[src/rtl/led_blinker_pkg.sv]
// Shared types and constants for the LED event blinker.
// State encoding plus 500 ms reference cycle counts at 100 MHz.
package led_blinker_pkg;

    typedef enum logic [1:0] {
        IDLE = 2'd0,
        ON   = 2'd1,
        GAP  = 2'd2
    } blink_state_t;

    localparam int CLK_HZ        = 100_000_000;
    localparam int ON_CYCLES_500 = 50_000_000;
    localparam int OFF_CYCLES_500 = 50_000_000;

endpackage

[src/rtl/led_event_blinker.sv]
// Turns single-cycle event pulses into fixed-length LED blinks with a gap.
// Define LED_EVENT_BLINKER_OVF_EN to add the sticky ovf flag and ovf_clr.
module led_event_blinker
    import led_blinker_pkg::*;
#(
    parameter int ON_CYCLES  = 25_000_000,
    parameter int OFF_CYCLES = 25_000_000,
    parameter int PEND_WIDTH = 4
) (
    input  logic                  clk,
    input  logic                  rstn,
    input  logic                  evt,
`ifdef LED_EVENT_BLINKER_OVF_EN
    input  logic                  ovf_clr,
    output logic                  ovf,
`endif
    output logic                  led,
    output logic                  busy,
    output logic [PEND_WIDTH-1:0] pend
);

    localparam int MAXC = (ON_CYCLES > OFF_CYCLES) ? ON_CYCLES : OFF_CYCLES;
    localparam int TW   = (MAXC > 1) ? $clog2(MAXC) : 1;

    localparam logic [TW-1:0] ON_LOAD  = TW'(ON_CYCLES - 1);
    localparam logic [TW-1:0] OFF_LOAD = TW'(OFF_CYCLES - 1);
    localparam logic [PEND_WIDTH-1:0] PEND_MAX = {PEND_WIDTH{1'b1}};

    if (ON_CYCLES < 1 || OFF_CYCLES < 1) begin : g_bad_cfg
        $error("led_event_blinker: ON_CYCLES and OFF_CYCLES must be >= 1");
    end

    blink_state_t          state;
    blink_state_t          state_n;
    logic [TW-1:0]         timer;
    logic [TW-1:0]         timer_n;
    logic [PEND_WIDTH-1:0] pend_n;
    logic                  t_done;
    logic                  gap_exit;
    logic                  consume;
    logic                  drop;

    assign t_done   = (timer == '0);
    assign gap_exit = (state == GAP) && t_done;
    assign consume  = gap_exit && (pend != '0);

    always_comb begin
        state_n = state;
        timer_n = timer;
        unique case (state)
            IDLE: begin
                if (evt) begin
                    state_n = ON;
                    timer_n = ON_LOAD;
                end
            end
            ON: begin
                timer_n = timer - 1'b1;
                if (t_done) begin
                    state_n = GAP;
                    timer_n = OFF_LOAD;
                end
            end
            GAP: begin
                timer_n = timer - 1'b1;
                if (t_done) begin
                    if (consume || evt) begin
                        state_n = ON;
                        timer_n = ON_LOAD;
                    end else begin
                        state_n = IDLE;
                        timer_n = '0;
                    end
                end
            end
            default: begin
                state_n = IDLE;
                timer_n = '0;
            end
        endcase
    end

    // An event at GAP exit is served directly or swaps with the consumed one.
    always_comb begin
        pend_n = pend;
        drop   = 1'b0;
        if (state != IDLE) begin
            if (consume) begin
                if (!evt) begin
                    pend_n = pend - 1'b1;
                end
            end else if (evt && !gap_exit) begin
                if (pend == PEND_MAX) begin
                    drop = 1'b1;
                end else begin
                    pend_n = pend + 1'b1;
                end
            end
        end
    end

    always_ff @(posedge clk or negedge rstn) begin
        if (!rstn) begin
            state <= IDLE;
            timer <= '0;
            pend  <= '0;
            led   <= 1'b0;
            busy  <= 1'b0;
        end else begin
            state <= state_n;
            timer <= timer_n;
            pend  <= pend_n;
            led   <= (state_n == ON);
            busy  <= (state_n != IDLE);
        end
    end

`ifdef LED_EVENT_BLINKER_OVF_EN
    always_ff @(posedge clk or negedge rstn) begin
        if (!rstn) begin
            ovf <= 1'b0;
        end else if (drop) begin
            ovf <= 1'b1;
        end else if (ovf_clr) begin
            ovf <= 1'b0;
        end
    end
`else
    logic unused_drop;
    assign unused_drop = drop;
`endif

endmodule
[config.mk]
export PLATFORM = sky130hd
export DESIGN_NAME = led_event_blinker
export DESIGN_NICKNAME = d
export VERILOG_FILES = /design/src/rtl/led_blinker_pkg.sv /design/src/rtl/led_event_blinker.sv
export SDC_FILE = /design/constraint.sdc
export NUM_CORES = 1
export LEC_CHECK = 0
export CAP_MARGIN = 40
export CORE_MARGIN = 2
export CORE_UTILIZATION = 45
export DETAILED_ROUTE_END_ITERATION = 10
export PLACE_DENSITY_LB_ADDON = 0.08
export SLEW_MARGIN = 30
export SYNTH_ARGS = -nofsm -noshare
export SYNTH_HDL_FRONTEND = slang
export SYNTH_SLANG_ARGS = --single-unit
[constraint.sdc]
create_clock -name clk -period 3.1 [get_ports clk]
set_input_delay 0.62 -clock clk [delete_from_list [all_inputs] [get_ports clk]]
set_output_delay 0.62 -clock clk [all_outputs]
set_load 0.02 [all_outputs]
==> metrics.md, run 1 <==
| Metric | Value |
|---|---|
| Status | `complete, no violations` |
| PnR worst setup slack | `between 200 and 300 ps` |
| Worst-Margin Slew | `794.3 ps` |
| Initial drt markers | `approximately 150` |
| Avg Synthesized Cell Area | `8.860 sq um` |
| Req. time, crit path | `between 3000 and 4000 ps` |
| RSZ-0062 raised after global routing | `no` |
| Most frequent cells in the layout | `dfrtp_1, a21oi_1, nor2_1, inv_1, o21ai_0` |
| Vias/cell | `around 6` |
| Reg2Reg Setup Slack | `between 200 and 300 ps` |
| Initial DRT Pass Iterations | `4` |
| Sum Neg Setup Slack | `0 ps` |
| WHS Path Cells | `1` |
| Final Setup Violations | `0` |
| Crit path kind | `reg -> reg` |
| Final hold slack | `between 500 and 600 ps` |
| Critical Path AT | `roughly 3000 ps` |
| Initial Util | `0.4745` |
| Maximum clock path buffer count | `2` |
| P_sw | `a little over 0.6 mW` |
| XOR/XNOR share of the synthesized area | `0.04215` |
| Most common cell after layout, fill and taps aside | `dfrtp_1` |
| GRT Util Overall | `0.2370` |
| Clock slew at reported path FFs | `70 ps` |
| RD Place Congestion | `approximately 0.94` |
| Synth top area cells | `dfrtp_1, a21oi_1, o21ai_0, nor3_1, inv_1` |
| Clock sink count | `33` |
| Hold_buf cts | `0` |
| P_int | `0.9716 mW` |
| Max Fclk | `approximately 0.35 GHz` |
| Share of cells above drive strength 1 | `0.1387` |
| Mux cell area share after synthesis | `0.02408` |
| Syn. warnings | `0` |
| Worst VDD drop | `around 350 uV` |
| Number of synthesized flops with an enable pin | `0` |
| Leak | `around 1.0 nW` |
| Worst hold path class | `reg -> reg` |
| PwrDens | `~620 nW/um^2` |
| CP max FO | `5` |
| Slew HR | `0.4669` |
| Adder-Cell Fraction of Synth Area | `0.03941` |
| Vias in the first global route | `roughly 1900` |
| Flop pwr share | `0.453` |
| Critical R2R Capture | `pend[3]$_DFFE_PN0P_` |
| Clk pwr share | `0.215` |
| CTS buffer count | `5` |
| Area of the mapped netlist | `~2300 sq um` |
| Pre-CTS setup slack | `about 270 ps` |
| DRT antenna net count | `0` |
| Per-cell routed wire length | `17.51 microns` |
| Post-layout net count | `around 280` |
| Synth top area share | `0.3612` |
| GRT overflow | `0` |
| Die area | `between 5000 and 6000 sq um` |
| CP Capture Type | `flop` |
| Async SR Flop Fraction | `1.000` |
| Post-Synth Simple-Gate Area | `0.2726` |
| DP Wirelength | `between 4000 and 5000 microns` |
| # DRC | `0` |
| Io pins | `9` |
| R2r startpoint | `timer[9]$_DFFE_PN0P_` |
| Die height | `~75 microns` |
| Post-CTS resize count | `0` |
| Largest net degree at the start of global routing | `34` |
| Combinational power share | `0.332` |
| Critical Path Start | `timer[9]$_DFFE_PN0P_` |
| Core area | `just under 5000 sq um` |
| Total setup buffers inserted after CTS | `0` |
| WL final | `approximately 6000 microns` |
| Top_reg_cell synth | `dfrtp_1` |
| Core Rows | `25` |
| CTS tree | `built` |
| Later-pin clock latency in the skew report | `290 ps` |
| Origin of the worst min-delay path | `pend[3]$_DFFE_PN0P_` |
| Initial antenna violation count | `0` |
| Sequential share of the synthesized area | `0.3612` |
| Global-route wire length before repair | `about 10000 microns` |
| Area Overhead vs Synth | `12.75%` |
| Port Buffers | `8` |
| Final Hold Vio Count | `0` |
| Final Cycle Share | `0.9136` |
| Clk_skew | `roughly 3.6 ps` |
| Via count | `between 2000 and 2500` |
| Synthesized flop and latch total | `33` |
| Hold worst-path end | `pend[3]$_DFFE_PN0P_` |
| Reg2Reg Depth | `11` |
| Largest area contributor in the netlist | `dfrtp_1` |
| Root buf cell | `clkbuf_8` |
| Post-Synthesis Cells | `between 200 and 300` |
| Main combinational cell family by area after synthesis | `simple AND/OR/NAND/NOR gates` |
| Ant. Diodes | `0` |
| Htree depth | `2` |
| Compound-Gate Fraction of Synth Area | `0.2140` |
| Number of library cell types mapped by synthesis | `53` |
| Syn_nets | `roughly 270` |
| Max Transition Viols Final | `0` |
| Die W | `between 70 and 80 microns` |
| MaxCap Viol Count | `0` |
| Switching Fraction | `0.3881` |
| Crit start category | `flop` |
| Minimum clock period | `approximately 2800 ps` |
area by class of cell:
class | instances | area [sq um]
Multi-Input combinational cell | 198 | 1359
Fill cell | 484 | 2240
Tap cell | 67 | 83.83
Inverter | 18 | 67.56
Sequential cell | 33 | 825.8
Clock buffer | 7 | 86.33
Timing Repair Buffer | 18 | 155.1
stage by stage:
step	cell area [sq um]	instances	power (mW)	utilization
final	2577	341	1.588	0.5351
after global routing	2577	341	1.695	0.5351
after CTS	2572	341	1.590	0.5340
after detailed placement	2486	334	1.254	0.5161
after global placement	2486	334	1.240	0.5161
after floorplan	2286	258	1.081	-
kinds of logic (layout without fill, tap and decap cells):
group           after synthesis  count (layout)
xor+xnor                     11              11
fa+ha+maj                     7               7
compound gates               79              79
flops                        33              33
mux                           5               5
simple gates                 96              96
buf+inv                      27              43
flip-flops by register name (all words and copies together), names as in the netlist:
signal,count
led,1
state,2
pend,4
timer,25
busy,1
cell usage after synthesis, drive strengths merged (2+ instances only):
library cell  number
clkbuf             5
o22ai              4
or3                3
nor3              19
nor3b              4
xnor2              7
ha                 4
nand4              5
o221ai             3
o21ai             19
o211a              2
a21oi             26
buf                4
a21o               3
or4                3
mux2i              4
maj3               2
o311ai             4
nor2              20
dfrtp             33
and2               2
a41oi              3
or2                2
a31oi              8
a311oi             2
nor4               8
nand3              9
inv               18
nand2             13
xor2               4
and3               3
worst max-delay path by stage:
| stage | slack (ps) | end |
|---|---|---|
| 2_1_floorplan | 360 | pend[3]$_DFFE_PN0P_ |
| 3_3_place_gp | 310 | pend[3]$_DFFE_PN0P_ |
| 3_5_place_dp | 270 | pend[3]$_DFFE_PN0P_ |
| 4_1_cts | 250 | pend[3]$_DFFE_PN0P_ |
| 5_1_grt | 70 | pend[3]$_DFFE_PN0P_ |
| 6_report | 270 | pend[3]$_DFFE_PN0P_ |
critical path: stages (launching register included):
cell and delay, ps:
dfrtp_1 460, or4_4 640, nor2_4 160, nand3_1 80
or3_1 380, inv_1 100, ha_1 220, a21o_1 170
a21oi_1 160, nand2_1 70, mux2i_1 170, xor2_1 160
power by group through the flow:
stage	Combinational (mW)	Clock [mW]	Sequential, mW
2_1_floorplan	0.359	0	0.723
5_1_grt	0.593	0.359	0.743
4_1_cts	0.531	0.341	0.718
6_report	0.527	0.341	0.720
3_5_place_dp	0.528	0	0.726
3_3_place_gp	0.520	0	0.719
routing by layer:
layer | part of all wire | vias up | global-route usage
met5 | 0 | - | 0
met4 | 0.013 | 0 | 0.06043
met3 | 0.055 | 8 | 0.05087
met2 | 0.43 | 61 | 0.3343
met1 | 0.50 | 963 | 0.3668
li1 | - | 997 | -
(Power assumes the default switching activity.)
==> run 2: changes to the inputs <==
--- a/config.mk
+++ b/config.mk
@@ -6,7 +6,7 @@
 export NUM_CORES = 1
 export LEC_CHECK = 0
 export CAP_MARGIN = 40
-export CORE_MARGIN = 2
+export CORE_MARGIN = 5
 export CORE_UTILIZATION = 45
 export DETAILED_ROUTE_END_ITERATION = 10
 export PLACE_DENSITY_LB_ADDON = 0.08
==> metrics.md, run 2 (synthesis gave the netlist of run 1 again) <==
| Metric | Value |
|---|---|
| Total setup buffers inserted after CTS | `0 (unchanged)` |
| Worst VDD drop | `470.6 uV (+34%)` |
| Critical path's slowest cell | `or4_4` |
| Crit start category | `flop` |
| Leak | `1.017 nW (+0.14%)` |
| Top reg by flops | `timer` |
| Status | `complete, no violations` |
| Fillcell total | `502 (+3.7%)` |
| Vias in the first global route | `2024 (+6.8%)` |
| Post-layout net count | `282 (unchanged)` |
| WL final | `6078 microns (+1.8%)` |
| Die area | `6606 sq um (+17%)` |
| Port Buffers | `8 (unchanged)` |
| CP Capture Type | `flop` |
| Minimum clock period | `2894 ps (+61.86 ps)` |
| Clk_skew | `11.46 ps (+7.865 ps)` |
| Maximum clock path buffer count | `2 (unchanged)` |
| Fin util | `0.5150 (-0.02008)` |
| Crit-path cells | `or4_4 -> nor2_4 -> nand3_1 -> or3_1 -> inv_1 -> ha_1 -> a21o_1 -> a21oi_1 -> nand2_1 -> mux2i_1 -> xor2_1` |
| Req. time, crit path | `3300 ps (-20 ps)` |
| Slew HR | `0.4981 (+0.03119)` |
| DP Wirelength | `4272 microns (+1.2%)` |
| Global-route wire length before repair | `10440 microns (+4.0%)` |
| Most frequent cells in the layout | `dfrtp_1, a21oi_1, nor2_1, inv_1, o21ai_0` |
| Area Overhead vs Synth | `12.86% (about the same)` |
| Max incr delay on CP | `640 ps (about the same)` |
| Max Transition Viols Final | `0 (unchanged)` |
| GRT overflow | `0 (unchanged)` |
| Via count | `2132 (+5.1%)` |
| Htree depth | `2 (unchanged)` |
| Clock sink count | `33 (unchanged)` |
| RD Place Congestion | `0.9330 (-0.98%)` |
| Worst hold path class | `reg -> reg` |
| Critical Path AT | `3100 ps (+50 ps)` |
| Die W | `81.28 microns (+8.0%)` |
| Core Rows | `26 (+4.0%)` |
| Vias/cell | `6.180 (+3.9%)` |
| Ant. Diodes | `0 (unchanged)` |
| Share of cells above drive strength 1 | `0.1455 (+0.006768)` |
| CTS tree | `built` |
| Initial drt markers | `220 (+52%)` |
| Final Hold Vio Count | `0 (unchanged)` |
| Final Cycle Share | `0.9335 (+0.01995)` |
| Later-pin clock latency in the skew report | `290 ps (about the same)` |
| Initial DRT Pass Iterations | `5 (+1)` |
| PwrDens | `610.9 nW/um^2 (-0.83%)` |
| RSZ-0062 raised after global routing | `no` |
| DRT antenna net count | `0 (unchanged)` |
| Largest registers | `timer: 25 flops, pend: 4 flops, state: 2 flops` |
| Most common cell after layout, fill and taps aside | `dfrtp_1` |
| Worst-Margin Slew | `747.8 ps (-46.47 ps)` |
| Max Fclk | `0.3456 GHz (-2.1%)` |
| CTS buffer count | `5 (unchanged)` |
| Final Setup Violations | `0 (unchanged)` |
| # DRC | `0 (unchanged)` |
| GRT Util Overall | `0.2065 (-0.03045)` |
| Io pins | `9 (unchanged)` |
| MaxCap Viol Count | `0 (unchanged)` |
| Initial antenna violation count | `0 (unchanged)` |
| Max reg flops | `25 (unchanged)` |
| Per-cell routed wire length | `17.62 microns (+0.59%)` |
| Root buf cell | `clkbuf_8` |
| Largest net degree at the start of global routing | `34 (unchanged)` |
| Clock slew at reported path FFs | `70 ps (about the same)` |
| Die height | `81.28 microns (+8.0%)` |
| Core area | `5010 sq um (+4.0%)` |
| Sum Neg Setup Slack | `0 ps (unchanged)` |
| CP max FO | `5 (unchanged)` |
| Crit path kind | `reg -> reg` |
| Initial Util | `0.4563 (-0.01825)` |
| Hold_buf cts | `0 (unchanged)` |
## run 2: cell count changes in the layout (fill, tap and decap cells not counted), sizes merged
cell and delta:
clkbuf -1, clkinv +2
## run 2: area by class of cell
cell class	instances	area (sq um)	share of cell area
multi-input cells	198	1361	0.5276
flip-flops and latches	33	825.8	0.3201
repair buffers	18	155.1	0.06014
well taps	70	87.58	0.03395
clock buffers	6	72.57	0.02813
inverters	18	67.56	0.02619
clock inverters	2	10.01	0.003880
## run 2: per-layer routing
metal  part of all wire  global-route usage  vias up  wire (microns)
li1                   -                   -     1008               -
met1               0.48              0.3059     1023            2896
met2               0.43              0.2980       83            2615
met3              0.064             0.03880       18             386
met4              0.030             0.07095        0             180
met5                  0                   0        -               0
## run 2: through the flow
stage,area (sq um),setup slack (ps),hold slack (ps),power [mW],cells
after global placement,2490,315.4,523.2,1.250,337
after global routing,2580,23.81,573.2,1.690,345
after CTS,2572,175.7,520.2,1.584,345
after floorplan,2286,360.0,324.4,1.081,258
final,2580,206.1,530.4,1.576,345
after detailed placement,2490,226.3,511.2,1.255,337
## run 2: power by group
part           switching, mW  internal (mW)
registers              0.184          0.538
logic                  0.279          0.257
clock network          0.163          0.156
total                  0.625          0.951
## run 2: repair_timing
item                                   4_1_cts  5_1_grt
endpoints found under the hold margin        0        0
setup endpoints to repair                    0        1
resized for setup                            0        2
## run 2: path summary, 6_finish.rpt
path                                      startpoint                   end  slack (ps)  cells after the start
worst max-delay path            timer[9]$_DFFE_PN0P_   pend[3]$_DFFE_PN0P_         210                     11
worst min-delay path             pend[3]$_DFFE_PN0P_   pend[3]$_DFFE_PN0P_         530                      1
worst max register to register  timer[9]$_DFFE_PN0P_   pend[3]$_DFFE_PN0P_         210                     11
worst min register to register   pend[3]$_DFFE_PN0P_   pend[3]$_DFFE_PN0P_         530                      1
max in group asynchronous                       rstn  timer[6]$_DFFE_PN0P_        2040                      2
min in group asynchronous                       rstn  timer[0]$_DFFE_PN0P_         740                      2
## run 2: critical path: cells and delay by family (launching register included)
kind | cells | cell delay (ps)
and+or+nand+nor | 5 | 1350
buffers and inverters | 1 | 100
DFF | 1 | 460
adders and majority gates | 1 | 220
AOI/OAI and AO/OA | 2 | 340
xor gates and xnor gates | 1 | 150
muxes | 1 | 170
